## src/rtl/console_fifo.sv

```systemverilog
// Synchronous FIFO for console bytes; a push into a full FIFO is still accepted
// when a pop happens in the same cycle. DEPTH must be a power of two >= 2.
module console_fifo #(
  parameter int DEPTH = 4,
  parameter int WIDTH = 8
) (
  input  logic             clk,
  input  logic             rstn,
  input  logic             push,
  input  logic [WIDTH-1:0] push_data,
  input  logic             pop,
  output logic [WIDTH-1:0] pop_data,
  output logic             full,
  output logic             empty
);
  localparam int AW = $clog2(DEPTH);

  logic [WIDTH-1:0] storage [DEPTH];
  logic [AW:0]      wr_ptr;
  logic [AW:0]      rd_ptr;
  logic             do_push;
  logic             do_pop;

  assign empty    = (wr_ptr == rd_ptr);
  assign full     = (wr_ptr[AW] != rd_ptr[AW]) && (wr_ptr[AW-1:0] == rd_ptr[AW-1:0]);
  assign do_pop   = pop && !empty;
  assign do_push  = push && (!full || do_pop);
  // Stale storage is hidden so the output reads zero whenever nothing is buffered.
  assign pop_data = empty ? '0 : storage[rd_ptr[AW-1:0]];

  always_ff @(posedge clk) begin
    if (rstn) begin
      wr_ptr <= '0;
      rd_ptr <= '0;
    end else begin
      if (do_push) wr_ptr <= wr_ptr + (AW+1)'(1);
      if (do_pop)  rd_ptr <= rd_ptr + (AW+1)'(1);
    end
  end

  always_ff @(posedge clk) begin
    if (do_push) storage[wr_ptr[AW-1:0]] <= push_data;
  end

endmodule

```

## config.mk

```make
export PLATFORM = sky130hd
export DESIGN_NAME = console_fifo
export DESIGN_NICKNAME = d
export VERILOG_FILES = /design/src/rtl/console_fifo.sv
export SDC_FILE = /design/constraint.sdc
export NUM_CORES = 1
export LEC_CHECK = 0
export CAP_MARGIN = 20
export CORE_ASPECT_RATIO = 1.1
export CORE_UTILIZATION = 58
export CTS_CLUSTER_SIZE = 24
export DETAILED_ROUTE_END_ITERATION = 6
export PLACE_DENSITY = 0.83
export SYNTH_ARGS = -nofsm -noshare
export SYNTH_HDL_FRONTEND = slang
export SYNTH_SLANG_ARGS = --single-unit
export TNS_END_PERCENT = 20
```

## constraint.sdc

```tcl
create_clock -name clk -period 4.65 [get_ports clk]
set_input_delay 1.1625 -clock clk [delete_from_list [all_inputs] [get_ports clk]]
set_output_delay 1.1625 -clock clk [all_outputs]
set_load 0.01 [all_outputs]
```

==> impl_metrics.yaml <==
cts:
  clock-sinks: 40
  ctsResizeCount: 0
  cts-htree-levels: 2
  cts_tree: "built"
  postCtsHoldBufs: 0
  path_clk_slew_ps: 110
  cts_root_buf: "clkbuf_4"
  postCtsSetupBuffers: 0
  clockBufferDepth: 2
  cts_buffers: 5
  clkLatencyLatePin_ps: 350
sta:
  fin_crit_sh_pct: 73.11
  finalCriticalPeriod_ps: 3400
  setup-violations-final: 0
  clock_skew_ps: 10.54
  tns_ps: 0
  rsz0062_at_grt: "no"
  tightest_slew_ps: 674.8
  hold_viol_final: 0
  fmax_mhz: 294.2
  drv_slew: 0
  max_slew_margin_pct: 54.77
placement:
  gp_congestion: 0.8621
  detailed_place_hpwl_um: 1998
  portBuffers: 21
synthesis:
  synth-edff-count: 32
  yosys-top-cells-count: "edfxtp_1, nor2b_1, dfxtp_1, mux4_2"
  syn_avg_cell_area_um2: 16.42
  async_reset_ff_share_pct: 0
  yosysSeqAreaShare_pct: 65.64
  post_synth_inst_count: 104
  synth_ff_type: "edfxtp_1"
  synth_warnings: 0
  synth_top_area_cell: "edfxtp_1"
  syn-num-nets: 121
  yosysMostFrequentCell: "edfxtp_1"
  synth_top_area_share_pct: 56.26
  synthTopCellsByArea: "edfxtp_1, mux4_2, dfxtp_1"
  ys_ff_latch: 40
  syn_area_mm2: 0.001708
  synth.distinct_cells: 24
die:
  core_area_mm2: 0.002778
  fp.dieArea_mm2: 0.003166
  rows: 20
  die_w_um: 53.74
  die_y_um: 58.92
  initial_core_util_pct: 61.49
  io_pins: 22
power_and_ir_drop:
  p_per_area_mw_per_mm2: 438.1
  p_int_mw: 0.6668
  combPwrFrac_pct: 23.9
  pwr-share-seq_pct: 49.0
  total_power_mw: 0.8958
  switching_share_pct: 25.56
  p_leak_nw: 0.7103
  power_frac_clock_pct: 27.1
  p_sw_mw: 0.2289
  vdd_drop_max_mv: 0.2834
run:
  cap_violations: 0
worst_hold_path:
  hp-class: "flop to flop"
  hp-start: "wr_ptr[1]"
  hold_path_end: "wr_ptr[1]"
  hold_depth: 2
setup_path:
  crit_chain: "mux4_2 > nor2b_1 > clkdlybuf4s50_1"
  crit_path_end_kind: "output port"
  rrSetupSlack_ps: 2780
  critPathBufInv: 1
  critical_path_class: "flop to output port"
  r2r_end: "storage[1][5]"
  path_max_fanout: 8
  required_ps: 3490
  start_kind: "flop"
  r2r_cells: 3
  arrival_ps: 2240
  path_delay_family: "flip-flops"
  crit-reg2reg-launch: "wr_ptr[0]"
  cpMaxStageDelayCell: "dfxtp_1"
  critPathMaxStageDelay_ps: 680
global_routing:
  grt_pass1_wl_um: 4781
  grt_pass1_vias: 989
  antenna_found_initial: 0
  grt_use_total_pct: 23.12
  grt_max_degree: 14
  overflow: 0
drt:
  first_pass_iters: 4
  routed_wirelength_um: 2813
  vias: 911
  drcViolationCount: 0
  wl_per_cell_um: 17.15
  via_per_inst: 5.555
  drt_iter0_markers: 19
  ant_nets: 0
cells_and_area:
  drive_gt1_share_pct: 16.79
  fill_cells: 173
  nets: 147
  antenna_cells: 0
  area_growth_pct: 19.71
run_status:
  status: "completed"
==> per-layer routing <==
metal	GRT usage, %	share of wire, %
met1	27.68	40
met3	6.202	3.8
met4	12.78	2.3
met2	37.21	54
met5	0	0
==> tightest hold or removal path, delay by kind of cell (launching register included) <==
| kind | cells | cell delay (ps) |
|---|---|---|
| flip-flops | 1 | 390 |
| AND/OR/NAND/NOR | 1 | 80 |
| multiplexers | 1 | 60 |
==> through the flow <==
step | std cells | hold slack [ps] | instance area, um^2 | worst slack [ps] | util (%)
after CTS | 164 | 573.1 | 2044 | 1189 | 73.60
final | 164 | 569.7 | 2044 | 1250 | 73.60
after global placement | 156 | 539.4 | 1954 | 1609 | 70.36
after detailed placement | 156 | 551.6 | 1954 | 1582 | 70.36
after global routing | 164 | 610.2 | 2044 | 1073 | 73.60
after floorplan | 104 | 502.5 | 1708 | 2298 | -
==> logic make-up (layout without fill, tap and decap cells) <==
logic type               Yosys count  count (layout)  synth area share [%]
multiplexers                      14              14                 14.58
AND/OR/NAND/NOR                   25              25                 8.278
XOR/XNOR                           6               6                 3.077
adder cells (fa/ha/maj)            5               5                 3.663
buffers and inverters              8              35                 1.832
flip-flops                        40              40                 65.64
AO/OA/AOI/OAI                      6               6                 2.931
==> cell usage in the layout, fill, tap and decap left out <==
cell type	instances
clkdlybuf4s50_1	21
a311o_1	1
a211oi_1	1
bufinv_16	1
ha_1	5
o41a_1	1
xnor2_1	3
clkbuf_8	1
buf_4	1
mux4_2	8
xor2_1	3
nor2b_1	10
mux2_2	3
nor3_1	1
nor3_2	1
a41oi_1	1
or4bb_1	1
and2_1	3
clkinv_4	1
dfxtp_1	8
a31oi_1	2
inv_1	5
nand2_1	5
nor2_1	4
mux2i_1	2
mux2_4	1
edfxtp_1	32
clkbuf_4	5
==> power by group through the flow <==
stage          combinational, mW  sequential, mW  clock, mW
2_1_floorplan              0.136           0.430          0
3_3_place_gp               0.211           0.447          0
3_5_place_dp               0.217           0.449          0
4_1_cts                    0.217           0.441      0.247
5_1_grt                    0.233           0.445      0.261
6_report                   0.214           0.439      0.242
==> worst max path at each step <==
| stage | cells past startpoint | startpoint | endpoint | slack [ps] |
|---|---|---|---|---|
| finish | 3 | flop | pop_data[7] | 1250 |
| global route | 3 | flop | pop_data[4] | 1070 |
| CTS | 3 | flop | pop_data[7] | 1190 |
| detailed placement | 3 | flop | pop_data[4] | 1580 |
| global placement | 3 | flop | pop_data[4] | 1610 |
| floorplan | 3 | flop | pop_data[0] | 2300 |
==> sequential cells by signal (all words and copies together) (netlist names), named ones only <==
register,flops
rd_ptr,3
storage,32
wr_ptr,3
==> cell type report <==
cell class                 count  area [um^2]  share of cell area [%]
inverter                       5        18.77                  0.9180
tap                           33        41.29                   2.020
timing repair buffer          22        217.7                   10.65
multi-input combinational     56        555.5                   27.17
clock inverter                 2        38.79                   1.897
sequential                    40         1121                   54.84
clock buffer                   6        51.30                   2.509
No activity file was read; power rests on OpenSTA's default activity.
